<file path="src/rtl/scan_area_accum.sv">
// Per-frame accumulator of clamped, saturated surface-area samples with a valid/ready readout.
// Optional running-peak output enabled by defining SCAN_AREA_ACCUM_PEAK_EN.
module scan_area_accum #(
  parameter int unsigned SEG_COUNT = 360,
  parameter int unsigned SUM_W     = 42
) (
  input  logic               clk,
  input  logic               rst_n,
  input  logic               start,
  input  logic signed [25:0] area_in,
  input  logic               area_vld,
  output logic [SUM_W-1:0]   sum_out,
  output logic               sum_valid,
  input  logic               sum_ready,
  output logic [15:0]        seg_cnt,
  output logic               busy,
  output logic               ovf,
  output logic               neg,
  output logic               drop
`ifdef SCAN_AREA_ACCUM_PEAK_EN
  ,
  output logic [24:0]        peak_out
`endif
);

  typedef enum logic [1:0] {StIdle, StAccum, StHold} state_e;

  localparam logic [15:0]      SegLast = 16'(SEG_COUNT);
  localparam logic [SUM_W-1:0] SumMax  = '1;

  state_e           state_q, state_d;
  logic [SUM_W-1:0] acc_q, acc_d;
  logic [SUM_W-1:0] sum_out_q, sum_out_d;
  logic             sum_valid_q, sum_valid_d;
  logic [15:0]      seg_cnt_q, seg_cnt_d;
  logic             ovf_q, ovf_d;
  logic             neg_q, neg_d;
  logic             drop_q, drop_d;

  logic             sample_neg;
  logic [24:0]      contrib;
  logic [SUM_W:0]   sum_ext;
  logic [SUM_W-1:0] sat_sum;
  logic             sat_ovf;
  logic             accept, last, handshake, clear;

  // Negative samples contribute zero; the carry bit of sum_ext flags saturation.
  assign sample_neg = area_in[25];
  assign contrib    = sample_neg ? '0 : area_in[24:0];
  assign sum_ext    = {1'b0, acc_q} + {{(SUM_W - 24){1'b0}}, contrib};
  assign sat_ovf    = sum_ext[SUM_W];
  assign sat_sum    = sat_ovf ? SumMax : sum_ext[SUM_W-1:0];

  // start in ACCUM wins over a coincident sample; start in HOLD needs the handshake.
  assign handshake = (state_q == StHold) && sum_ready;
  assign accept    = (state_q == StAccum) && area_vld && !start;
  assign last      = accept && ((seg_cnt_q + 16'd1) == SegLast);
  assign clear     = start && ((state_q == StIdle) || (state_q == StAccum) || handshake);

  always_ff @(posedge clk or negedge rst_n) begin
    if (!rst_n) begin
      state_q <= StIdle;
    end else begin
      state_q <= state_d;
    end
  end

  always_comb begin
    state_d = state_q;
    unique case (state_q)
      StIdle:  if (start) state_d = StAccum;
      StAccum: if (last) state_d = StHold;
      StHold:  if (handshake) state_d = start ? StAccum : StIdle;
      default: state_d = StIdle;
    endcase
  end

  always_comb begin
    acc_d       = acc_q;
    sum_out_d   = sum_out_q;
    sum_valid_d = sum_valid_q;
    seg_cnt_d   = seg_cnt_q;
    ovf_d       = ovf_q;
    neg_d       = neg_q;
    drop_d      = area_vld && (state_q != StAccum);
    if (clear) begin
      acc_d     = '0;
      seg_cnt_d = '0;
      ovf_d     = 1'b0;
      neg_d     = 1'b0;
    end else if (accept) begin
      acc_d     = sat_sum;
      seg_cnt_d = seg_cnt_q + 16'd1;
      ovf_d     = ovf_q | sat_ovf;
      neg_d     = neg_q | sample_neg;
      if (last) begin
        sum_out_d   = sat_sum;
        sum_valid_d = 1'b1;
      end
    end
    if (handshake) sum_valid_d = 1'b0;
  end

  always_ff @(posedge clk or negedge rst_n) begin
    if (!rst_n) begin
      acc_q       <= '0;
      sum_out_q   <= '0;
      sum_valid_q <= 1'b0;
      seg_cnt_q   <= '0;
      ovf_q       <= 1'b0;
      neg_q       <= 1'b0;
      drop_q      <= 1'b0;
    end else begin
      acc_q       <= acc_d;
      sum_out_q   <= sum_out_d;
      sum_valid_q <= sum_valid_d;
      seg_cnt_q   <= seg_cnt_d;
      ovf_q       <= ovf_d;
      neg_q       <= neg_d;
      drop_q      <= drop_d;
    end
  end

`ifdef SCAN_AREA_ACCUM_PEAK_EN
  logic [24:0] peak_q, peak_d;

  always_comb begin
    peak_d = peak_q;
    if (clear) begin
      peak_d = '0;
    end else if (accept && (contrib > peak_q)) begin
      peak_d = contrib;
    end
  end

  always_ff @(posedge clk or negedge rst_n) begin
    if (!rst_n) begin
      peak_q <= '0;
    end else begin
      peak_q <= peak_d;
    end
  end

  assign peak_out = peak_q;
`endif

  always_comb begin
    busy      = (state_q == StAccum);
    sum_out   = sum_out_q;
    sum_valid = sum_valid_q;
    seg_cnt   = seg_cnt_q;
    ovf       = ovf_q;
    neg       = neg_q;
    drop      = drop_q;
  end

endmodule

</file>
<file path="config.mk">
export PLATFORM = sky130hd
export DESIGN_NAME = scan_area_accum
export DESIGN_NICKNAME = d
export VERILOG_FILES = /design/src/rtl/scan_area_accum.sv
export SDC_FILE = /design/constraint.sdc
export NUM_CORES = 1
export LEC_CHECK = 0
export CAP_MARGIN = 10
export CORE_MARGIN = 1
export CORE_UTILIZATION = 45
export DETAILED_ROUTE_END_ITERATION = 6
export PLACE_DENSITY = 0.79
export SLEW_MARGIN = 20
export SYNTH_ARGS = -nofsm -noshare
export SYNTH_HDL_FRONTEND = slang
export SYNTH_SLANG_ARGS = --single-unit
</file>
<file path="constraint.sdc">
create_clock -name clk -period 4.54 [get_ports clk]
set_input_delay 1.135 -clock clk [delete_from_list [all_inputs] [get_ports clk]]
set_output_delay 1.135 -clock clk [all_outputs]
set_load 0.03 [all_outputs]
</file>
==> results of run 1 <==
-- cell families (layout without fill, tap and decap cells) --
group / Yosys count / count (layout) / synth area share (%)
multiplexers: 8 / 8 / 1.41
AND/OR/NAND/NOR: 306 / 306 / 23.1
buffers and inverters: 60 / 150 / 4.21
flip-flops: 106 / 106 / 39.9
adder cells (fa/ha/maj): 27 / 27 / 5.19
AO/OA/AOI/OAI: 237 / 237 / 22.0
XOR/XNOR: 32 / 32 / 4.21
-- sequential cells by signal, summed over array words and instances (netlist names) --
signal / flops
acc_q: 42
neg: 1
seg_cnt: 16
sum_out: 42
ovf: 1
drop: 1
state_q: 2
sum_valid: 1
-- metal layers --
metal	global-route usage, %	wire (um)
met2	38.2	8190
met1	32.4	8050
met3	3.48	788
met4	8.43	286
met5	0	0
-- worst min-delay path by stage --
stage,from,end
after floorplan,acc_q[12],acc_q[12]
after global placement,ovf,ovf
after detailed placement,ovf,ovf
after CTS,ovf,ovf
after global routing,sum_out[22],sum_out[22]
final,ovf,ovf
-- layout make-up --
type                    instances  area, um^2
clock inverters                 5        53.8
repair buffers                124        1180
clock buffers                  11         233
multi-input cells             610        3730
fillers                      1339        6370
inverters                      10        37.5
flip-flops and latches        106        2650
well taps                     184         230
-- cell usage after synthesis (13+ instances only) --
master	instances
nor3_1	17
ha_1	26
o21ai_0	82
nor2b_1	25
nand2_1	88
and3_1	17
a31oi_1	17
clkbuf_1	27
nor2_1	67
nand4_1	17
a21o_1	17
nand3_1	32
buf_2	14
xor2_1	13
xnor2_1	19
dfrtp_1	106
a21oi_1	59
-- power by group through the flow --
stage               Sequential (mW)  Combinational, mW  Clock [mW]
global placement               1.01              0.416           0
global route                   1.00              0.471       0.842
detailed placement             1.01              0.421           0
floorplan                      1.01              0.264           0
finish                        0.996              0.426       0.784
CTS                           0.996              0.423       0.802
-- worst max-delay path, cell delays in order --
cell	delay, ns
clkdlybuf4s50_1	0.51
buf_12	0.18
nor2b_1	0.06
ha_1	0.34
a21oi_1	0.18
o21ai_0	0.14
a211oi_1	0.42
o2111ai_2	0.34
nand2_2	0.16
nor2_2	0.05
nor2_1	0.57
a21oi_1	0.14
-- per-stage QoR --
step	setup WS [ns]	cells	cell area, um^2	utilization [%]
CTS	0.537	1050	8110	56.0
global placement	0.156	1034	7820	54.0
finish	0.499	1050	8110	56.0
global route	0.238	1050	8110	56.0
detailed placement	0.167	1034	7820	54.0
floorplan	0.988	776	6650	-
==> impl_metrics.py, run 1 <==
metrics = {
    "outcome": {
        "run_status": "finished clean",
    },
    "sta": {
        "tightestPinTransition_ns": 0.748,
        "drv_slew": 0,
        "final.setup.tns_ns": 0,
        "maxSlewHeadroom_pct": 50.0,
        "fin_skew_ns": 0.00965,
        "holdWs_ns": 0.477,
        "hold_violations": 0,
        "fin_crit_ns": 4.04,
        "timing.fmax_mhz": 247,
        "rsz0062_at_grt": "false",
        "setup_viol": 0,
        "fin_crit_sh_pct": 89.0,
    },
    "setup_path": {
        "worstPathMaxFanout": 26,
        "r2r-start": "seg_cnt[0]",
        "crit_required_ns": 4.74,
        "crit_path_end_kind": "register",
        "r2r-end": "sum_out[37]",
        "start_kind": "input port",
        "reg2reg_depth": 8,
        "critical_path_arrival_ns": 4.24,
        "crit_path_start": "area_in[25]",
        "r2r_slack_ns": 1.10,
        "path_class": "input port to register",
        "crit_path_end": "sum_out[37]",
    },
    "synth": {
        "yosysUniqueCellTypes": 67,
        "yosysSeqAreaShare_pct": 39.9,
        "syn_nets": 834,
        "synth.area.top_cells": "dfrtp_1, o21ai_0, nand2_1",
        "synth-edff-count": 0,
        "synth_top_area_share_pct": 39.9,
        "postSynthAreaPerCell_um2": 8.57,
        "synth_seq_cells": 106,
        "netlist.top_cell.by_area": "dfrtp_1",
        "syn-cell-area_um2": 6650,
        "yosys_most_used_dff": "dfrtp_1",
        "async_flop_share_pct": 100,
        "synthCells": 776,
        "yosysWarnings": 0,
    },
    "cts": {
        "cts_max_level": 3,
        "cts_sinks": 106,
        "clk_pin_slew_ns": 0.07,
        "postCtsSetupBuffers": 0,
        "clockBufferDepth": 2,
        "cts_buffers": 9,
        "cts_resized": 0,
        "cts_root_buf": "clkbuf_16",
        "cts_hold_buf": 0,
        "clkLatencyLatePin_ns": 0.36,
        "cts_tree": "done",
    },
    "hold_path": {
        "whs_path_depth": 2,
        "hp-class": "register to register",
    },
    "die": {
        "ios": 94,
        "die_width_um": 124,
        "fp.coreArea_um2": 14500,
        "die_area_um2": 15300,
        "initial_utilization_pct": 46.0,
        "dieHeight_um": 124,
        "num_rows": 44,
    },
    "global_route": {
        "grt_max_degree": 81,
        "grt_overflow": 0,
        "grt_pass1_vias": 5734,
        "grt_pass1_wl_um": 28100,
        "globalRouteTotalUtil_pct": 23.7,
        "antenna_found_initial": 0,
    },
    "final_layout": {
        "nets": 919,
        "diodes": 0,
        "syn_to_final_growth_pct": 21.9,
        "layout_common_cells": "dfrtp_1, clkdlybuf4s50_1, nand2_1",
        "layout-drive-gt1-share_pct": 8.20,
        "final_common_cell": "dfrtp_1",
    },
    "routing": {
        "totalWireLength_um": 17300,
        "drt_iter0_drc": 501,
        "remaining_drc_errors": 0,
        "drt-vias-per-instance": 5.80,
        "vias": 6089,
        "antenna_left": 0,
        "dr.pass1.iters": 5,
        "wl_per_cell_um": 16.5,
    },
    "pwr": {
        "p_leak_nw": 3.50,
        "vdd.ir_drop.worst_uv": 188,
        "clkPwrFrac_pct": 35.5,
        "p_switching_mw": 0.635,
        "power_mw": 2.21,
        "pwr-share-comb_pct": 19.3,
        "power.share.sequential_pct": 45.1,
        "swShare_pct": 28.8,
        "p_int_mw": 1.57,
        "p_per_area_nw_per_um2": 272,
    },
    "place": {
        "gp_congestion": 0.938,
        "portBuffers": 93,
        "dp_hpwl_um": 12400,
    },
    "flow_run": {
        "cap_viol_max_count": 0,
    },
}
(Power assumes the default switching activity.)
==> inputs of run 2 (changes only) <==
--- a/config.mk
+++ b/config.mk
@@ -7,9 +7,9 @@
 export LEC_CHECK = 0
 export CAP_MARGIN = 10
 export CORE_MARGIN = 1
-export CORE_UTILIZATION = 45
+export CORE_UTILIZATION = 55
 export DETAILED_ROUTE_END_ITERATION = 6
-export PLACE_DENSITY = 0.79
+export PLACE_DENSITY = 0.91
 export SLEW_MARGIN = 20
 export SYNTH_ARGS = -nofsm -noshare
 export SYNTH_HDL_FRONTEND = slang
==> run 2 against run 1 <==
  * The flow now finishes with violations (design-rule violations)
  * Count of clock-buffer cells in the layout decreased by 2
  * Critical endpoint is now acc_q[27]
  * Largest power group unchanged
  * Flip-flop and latch count unchanged
  * Hold slack improved by 0.0088 ns
  * Non-clock buffer count decreased by 4
  * Power increased by 6.2%
  * Die area decreased by 18%
==> impl_metrics.py, run 2 (synthesized netlist as in run 1, its figures left out) <==
metrics = {
    "die": {
        "dieHeight_um": 112,
        "die_area_um2": 12500,
        "die_width_um": 112,
        "ios": 94,
        "num_rows": 39,
        "fp.coreArea_um2": 11600,
        "initial_utilization_pct": 57.3,
    },
    "hold_path": {
        "min-delay-start": "sum_out[4]",
        "min_to": "sum_out[4]",
        "whs_path_depth": 2,
        "hp-class": "register to register",
    },
    "setup_path": {
        "crit_required_ns": 4.79,
        "worstPathMaxFanout": 26,
        "start_kind": "input port",
        "path_class": "input port to register",
        "slowest_delay_ns": 0.51,
        "critical_path_arrival_ns": 4.35,
        "r2r-start": "seg_cnt[0]",
        "r2r_slack_ns": 1.23,
        "critPathSlowestCell": "clkdlybuf4s50_1",
        "cp_top_family": "compound AO/OA/AOI/OAI gates",
        "crit_chain": "clkdlybuf4s50_1, buf_12, nor2b_1, ha_1, and3_1, a221oi_2, o211ai_1, nand3_1, a21oi_2, a21o_2, a31oi_1, nor4_1",
        "path_buf_inv": 2,
        "r2r-end": "sum_out[23]",
        "reg2reg_depth": 9,
        "crit_path_end_kind": "register",
    },
    "routing": {
        "top_layer_used": "met4",
        "dr_wl_met3_um": 1030,
        "wl_per_cell_um": 17.4,
        "remaining_drc_errors": 5,
        "totalWireLength_um": 17500,
        "vias": 6330,
        "drt-met1-wl_um": 7300,
        "drt_iter0_drc": 505,
        "antenna_left": 0,
        "dr.pass1.iters": 7,
        "drt-vias-per-instance": 6.30,
        "wl_met2_um": 8540,
    },
    "final_layout": {
        "layout-drive-gt1-share_pct": 8.00,
        "layout_common_cells": "dfrtp_1, clkdlybuf4s50_1, nand2_1",
        "nets": 915,
        "final_common_cell": "dfrtp_1",
        "fin_util_pct": 69.6,
        "diodes": 0,
        "syn_to_final_growth_pct": 21.5,
    },
    "global_route": {
        "grt_max_degree": 72,
        "grt_pass1_vias": 6160,
        "globalRouteTotalUtil_pct": 29.1,
        "antenna_found_initial": 0,
        "grt_pass1_wl_um": 29800,
        "grt_overflow": 0,
    },
    "cts": {
        "clockBufferDepth": 2,
        "clkLatencyLatePin_ns": 0.36,
        "cts_resized": 0,
        "cts_buffers": 9,
        "cts_sinks": 106,
        "clk_pin_slew_ns": 0.08,
        "cts_hold_buf": 0,
        "cts_root_buf": "clkbuf_16",
        "postCtsSetupBuffers": 0,
        "cts_tree": "done",
        "cts_max_level": 3,
    },
    "sta": {
        "tightestPinTransition_ns": 0.902,
        "maxSlewHeadroom_pct": 39.9,
        "drv_slew": 0,
        "worst_slack_ns": 0.438,
        "hold_violations": 0,
        "timing.fmax_mhz": 244,
        "fin_crit_ns": 4.10,
        "final.setup.tns_ns": 0,
        "fin_skew_ns": 0.0133,
        "rsz0062_at_grt": "false",
        "setup_viol": 0,
        "fin_crit_sh_pct": 90.4,
    },
    "pwr": {
        "vdd.ir_drop.worst_uv": 150,
        "pwr-share-comb_pct": 18.2,
        "p_leak_nw": 3.50,
        "swShare_pct": 28.1,
        "p_per_area_nw_per_um2": 290,
        "clkPwrFrac_pct": 39.3,
        "power_mw": 2.34,
        "p_switching_mw": 0.658,
        "p_int_mw": 1.68,
        "power.share.sequential_pct": 42.5,
    },
    "place": {
        "gp_congestion": 0.960,
        "dp_hpwl_um": 12300,
        "place_ws_ns": 0.129,
        "portBuffers": 93,
    },
    "outcome": {
        "run_status": "finished, violations left",
        "violations": "design-rule violations",
    },
    "flow_run": {
        "cap_viol_max_count": 0,
    },
}
run 2: cell types whose count changed in the layout (fill, tap and decap cells not counted), sizes merged:
cell      delta
inv          +1
clkbuf       -2
bufinv       +2
buf          -4
clkinv       -2
clkinvlp     +1
run 2: power groups by stage:
stage                     Combinational (mW)  Sequential [mW]  Clock, mW
after CTS                              0.421            0.996      0.919
after floorplan                        0.264             1.01          0
after detailed placement               0.413             1.01          0
after global routing                   0.467             1.00      0.970
final                                  0.426            0.997      0.920
after global placement                 0.404             1.01          0
run 2: metal layers:
layer / global-route usage, % / vias up
met4: 13.5 / 0
met2: 48.7 / 271
met1: 38.0 / 3049
met3: 3.43 / 53
li1: - / 2957
met5: 0 / -
run 2: tightest hold or removal path, stage by stage (launching register included):
cell,delay [ns]
dfrtp_1,0.35
nand2_1,0.04
o21ai_0,0.06
run 2: layout make-up:
| class | instances | area, um^2 |
|---|---|---|
| multi-input cells | 610 | 3730 |
| fillers | 912 | 3530 |
| repair buffers | 120 | 1140 |
| well taps | 143 | 179 |
| clock inverters | 7 | 124 |
| flip-flops and latches | 106 | 2650 |
| clock buffers | 9 | 225 |
| inverters | 10 | 37.5 |
run 2: worst max-delay path by stage:
stage	cells past startpoint	from	slack (ns)	end
final	12	area_in[25]	0.44	acc_q[27]
after global routing	12	area_in[25]	0.22	sum_out[25]
after CTS	12	area_in[25]	0.49	acc_q[27]
after detailed placement	12	area_in[25]	0.13	acc_q[27]
after global placement	12	area_in[25]	0.24	sum_out[23]
after floorplan	13	area_in[25]	0.99	sum_out[14]
run 2: through the flow:
step / instances / instance area, um^2 / hold slack, ns
floorplan: 776 / 6650 / 0.456
global placement: 989 / 7740 / 0.461
detailed placement: 989 / 7740 / 0.474
CTS: 1005 / 8090 / 0.491
global route: 1005 / 8090 / 0.520
finish: 1005 / 8090 / 0.486
